--- src/rtl/uart_rx_fifo.sv ---
// Receive-side FIFO for a UART: turns each rising edge of the receiver's
// byte-complete level into one write and buffers bytes for a FWFT consumer.
module uart_rx_fifo #(
  parameter int DEPTH    = 8,
  parameter int WIDTH    = 8,
  parameter int AF_LEVEL = 6
) (
  input  logic                     clk,
  input  logic                     rst,
  input  logic [WIDTH-1:0]         rx_data,
  input  logic                     rx_done,
  input  logic                     rd_en,
  input  logic                     clr,
  output logic [WIDTH-1:0]         rd_data,
  output logic                     empty,
  output logic                     full,
  output logic [$clog2(DEPTH):0]   count,
  output logic                     almost_full,
  output logic                     overflow
);

  localparam int PW = $clog2(DEPTH);
  localparam int CW = PW + 1;

  logic [WIDTH-1:0] mem_q [DEPTH];
  logic [PW-1:0]    wr_ptr_q, wr_ptr_d;
  logic [PW-1:0]    rd_ptr_q, rd_ptr_d;
  logic [CW-1:0]    count_q, count_d;
  logic             overflow_q, overflow_d;
  logic             done_q;
  logic             wr, pop, push;

  // A write while full only lands if the head leaves in the same cycle.
  always_comb begin
    wr         = rx_done & ~done_q;
    pop        = rd_en & ~empty;
    push       = wr & (~full | pop);
    wr_ptr_d   = wr_ptr_q;
    rd_ptr_d   = rd_ptr_q;
    count_d    = count_q;
    overflow_d = overflow_q;
    if (clr) begin
      wr_ptr_d   = '0;
      rd_ptr_d   = '0;
      count_d    = '0;
      overflow_d = 1'b0;
    end else begin
      if (push) wr_ptr_d = wr_ptr_q + PW'(1);
      if (pop)  rd_ptr_d = rd_ptr_q + PW'(1);
      case ({push, pop})
        2'b10:   count_d = count_q + CW'(1);
        2'b01:   count_d = count_q - CW'(1);
        default: count_d = count_q;
      endcase
      if (wr && full && !pop) overflow_d = 1'b1;
    end
  end

  // done_q resets high so a level already present at reset release is not a new byte.
  always_ff @(posedge clk) begin
    if (rst) begin
      wr_ptr_q   <= '0;
      rd_ptr_q   <= '0;
      count_q    <= '0;
      overflow_q <= 1'b0;
      done_q     <= 1'b1;
    end else begin
      wr_ptr_q   <= wr_ptr_d;
      rd_ptr_q   <= rd_ptr_d;
      count_q    <= count_d;
      overflow_q <= overflow_d;
      done_q     <= rx_done;
    end
  end

  always_ff @(posedge clk) begin
    if (!rst && !clr && push) mem_q[wr_ptr_q] <= rx_data;
  end

  assign rd_data     = mem_q[rd_ptr_q];
  assign count       = count_q;
  assign empty       = (count_q == '0);
  assign full        = (count_q == CW'(DEPTH));
  assign almost_full = (count_q >= CW'(AF_LEVEL));
  assign overflow    = overflow_q;

endmodule

--- config.mk ---
export PLATFORM = sky130hd
export DESIGN_NAME = uart_rx_fifo
export DESIGN_NICKNAME = d
export VERILOG_FILES = /design/src/rtl/uart_rx_fifo.sv
export SDC_FILE = /design/constraint.sdc
export NUM_CORES = 1
export LEC_CHECK = 0
export BUFFER_PORTS_ARGS = -buffer_cell sky130_fd_sc_hd__buf_2
export CAP_MARGIN = 20
export CORE_AREA = 4 4 84 86
export DETAILED_ROUTE_END_ITERATION = 10
export DIE_AREA = 0 0 88 90
export GPL_ROUTABILITY_DRIVEN = 0
export GPL_TIMING_DRIVEN = 1
export PLACE_DENSITY = 0.71
export SYNTH_ARGS = -nofsm -noshare
export SYNTH_HDL_FRONTEND = slang
export SYNTH_SLANG_ARGS = --single-unit
--- constraint.sdc ---
create_clock -name clk -period 2.5 [get_ports clk]
set_input_delay 0.75 -clock clk [delete_from_list [all_inputs] [get_ports clk]]
set_output_delay 0.75 -clock clk [all_outputs]
set_load 0.005 [all_outputs]
==> summary.txt <==
Run status
  – Status: finished, violations left
  – Failing checks: negative setup slack

Clock network
  – Cts hold-fix bufs: 0
  – CTS Buf Count: 9
  – CTS tree: built
  – Clock transition at the registers of the reported paths: 80 ps
  – Worst-Skew Late Latency: 340 ps
  – Root buf cell: clkbuf_8
  – Num Clock Sinks: 79
  – Max Buffers Root-to-Sink: 2
  – Max H-tree Level: 3

Cells and area
  – Cell area after layout: 3760 um2
  – Fill cells: approximately 470
  – # diodes: 0
  – Register area: roughly 2200 um2
  – Post-layout net count: 250
  – Area Growth Syn to Fin: 16.5%
  – Fraction of layout cells with a size suffix above 1: 0.409
  – Area occupied by multi-input gates: between 900 and 1000 um2

Floorplan
  – Initial Utilization: 0.515
  – Total I/O pin count: 29
  – Die W: between 80 and 90 um
  – Num rows: 29
  – Die ar.: 7920 um2
  – Core Region: ~6300 um2
  – Die span in y: around 90 um

STA
  – Max Freq: 391 MHz
  – Min cycle time layout: 2560 ps
  – WHS: roughly 500 ps
  – Worst-margin pin slew: 585 ps
  – Fin crit share: 1.02
  – Worst-case clock skew: about 9.9 ps
  – Setup ws final: -59.2 ps
  – Final setup fails: 8
  – Unrepaired setup endpoints after global routing: true
  – Post-route setup TNS: -311 ps
  – Slew Limit Fails: 0
  – Final hold violations: 0
  – Max-slew headroom: 0.610

Pwr
  – Internal: 0.00181 W
  – Sw frac: 0.206
  – Sequential share of power: 0.626
  – Worst vdd ir: 285 uV
  – Pleak: approximately 1.3 nW
  – Clock power share: 0.345
  – Comb power frac: 0.029
  – NetSw: roughly 0.00047 W
  – Final Power: 0.00227 W
  – PD cells: just over 600 nW/um2

Place
  – Detailed Place HPWL: 3830 um
  – IO buf count: 28
  – Area after DPL: 3560 um2

Synth
  – Synthesized area per cell: 17.8 um2
  – Sequential fraction of the synthesis area: 0.688
  – Cell count after synthesis: 182
  – Syn_nets: about 200
  – Synth unique cells: 38
  – Synth Register Bits: 79
  – Yosys warnings: 0
  – Cell Area, Synth: 3230 um2

Job
  – Max-cap violations: 0

Worst setup path
  – Crit-path max FO: 8
  – Critical Path Start Type: flip-flop
  – Critical setup path kind: reg2out
  – Delay of the slowest cell on the worst path: 510 ps
  – Arr. time, crit path: 1810 ps
  – Buf/Inv on CP: 2
  – Required @ worst endpoint: roughly 1800 ps
  – Critical path's slowest cell: mux4_2
  – Crit-path cells: buf_12 > mux4_2 > mux2_2 > buf_2
  – Kind of end point of the critical path: output pin
  – CP delay by family, top: multiplexers

GRT
  – Grt total ovfl: 0
  – Antenna violations before repair: 0
  – Largest net degree at the start of global routing: 17
  – Gr usage total: 0.167
  – First-pass GRT wire length: 9700 um
  – Vias in the first global route: 1791

Detailed routing
  – DRC violations left: 0
  – Vias: 1735
  – Post-route ant nets: 0
  – Vias per cell: 5.56
  – Router iterations before antenna repair: 4
  – Wire length per cell: 19.2 um
  – Total Wirelength: 5980 um
  – DR iter-0 viols: 143

Hold path
  – Hold Crit Class: reg2reg
placed cells by master (no fill, tap or decap), drive strengths merged, types with 3 or more instances in the layout:
| master | count |
|---|---|
| a21oi | 6 |
| buf | 46 |
| clkbuf | 12 |
| dfxtp | 15 |
| edfxtp | 64 |
| ha | 5 |
| inv | 6 |
| mux2 | 8 |
| mux4 | 16 |
| nand2 | 7 |
| nand3 | 3 |
| nor2 | 16 |
| nor4 | 3 |
| o21ai | 5 |
| or2 | 3 |
| xor2 | 3 |
cells by family after synthesis:
kind of cell,after synthesis,share of synthesized area
AO/OA/AOI/OAI,17,0.0368
XOR/XNOR,4,0.0108
adder cells (fa/ha/maj),6,0.0256
buffers and inverters,14,0.0252
flip-flops,79,0.688
multiplexers,24,0.155
AND/OR/NAND/NOR,38,0.0593
cells in the mapped netlist:
cell,instances,share of area
o21ai_1,1,0.0015
or3_2,1,0.0023
nand2_1,7,0.0081
mux4_1,13,0.11
a21oi_2,1,0.0027
and4b_1,1,0.0031
buf_4,1,0.0023
a21o_1,1,0.0023
or4b_4,1,0.0043
fa_1,1,0.0062
dfxtp_1,15,0.093
edfxtp_1,64,0.59
buf_1,1,0.0012
nor2_1,16,0.019
mux2_2,8,0.028
a21oi_1,5,0.0077
o21ai_0,3,0.0046
a31oi_1,1,0.0019
mux4_2,3,0.021
o211ai_1,1,0.0023
a211oi_1,1,0.0023
ha_1,5,0.019
o31ai_1,1,0.0023
o41a_2,1,0.0039
xnor2_1,1,0.0027
buf_12,1,0.0062
buf_6,1,0.0035
xor2_1,3,0.0081
inv_1,6,0.0070
clkbuf_1,3,0.0035
and2b_2,1,0.0027
or2_2,2,0.0039
nor3_1,2,0.0031
nand3_1,3,0.0046
nor4_1,3,0.0058
o21ai_4,1,0.0050
or2_4,1,0.0027
buf_2,1,0.0015
power groups by stage:
stage	Combinational [W]	Sequential, W	Clock (W)
after CTS	0.0000653	0.00142	0.000798
final	0.0000666	0.00142	0.000784
after global placement	0.0000602	0.00145	0
after floorplan	0.0000294	0.00145	0
after global routing	0.0000747	0.00142	0.000863
after detailed placement	0.0000627	0.00145	0
stage by stage:
stage / cells / utilization / setup slack, ps
floorplan: 182 / - / 29.7
global placement: 296 / 0.567 / 132
detailed placement: 296 / 0.567 / 104
CTS: 312 / 0.593 / -81.1
global route: 312 / 0.600 / -118
finish: 312 / 0.600 / -59.2
final cells by class:
type	instances	area share
Tap cell	77	0.0256
Timing Repair Buffer	46	0.0918
Inverter	6	0.00598
Multi-Input combinational cell	89	0.243
Clock buffer	12	0.0359
Clock inverter	3	0.00565
Sequential cell	79	0.592
registers in the layout, indices dropped and copies added (netlist names), named ones only:
| register | count |
|---|---|
| count | 4 |
| wr_ptr_q | 3 |
| overflow | 1 |
| rd_ptr_q | 3 |
| mem_q | 64 |
| done_q | 1 |
path summary, 6_finish.rpt:
path              cells after the start                    end  slack [ps]                  start
hold / removal                        2  overflow$_SDFFE_PP0P_         490  overflow$_SDFFE_PP0P_
setup / recovery                      4             rd_data[1]         -60              flip-flop
hold reg to reg                       2  overflow$_SDFFE_PP0P_         490  overflow$_SDFFE_PP0P_
setup reg to reg                      8  count[3]$_SDFFE_PP0P_         190  count[3]$_SDFFE_PP0P_
metal layers:
| layer | global-route usage | up-vias | routed length (um) |
|---|---|---|---|
| met1 | 0.225 | 865 | 2550 |
| met3 | 0.0484 | 6 | 448 |
| li1 | - | 803 | - |
| met2 | 0.256 | 61 | 2920 |
| met5 | 0 | - | 0 |
| met4 | 0.0665 | 0 | 65 |
worst min-delay path, stage by stage (launching register included):
cell	delay [ps]
dfxtp_1	330
a31oi_1	40
nor2_1	80
repair_timing:
action	in CTS	in global routing
hold endpoints to repair	0	0
setup buffers	0	0
gates cloned	1	0
resized for setup	20	10
endpoints found under the setup margin	8	10
Note: power is estimated with default switching activity, not from simulation.
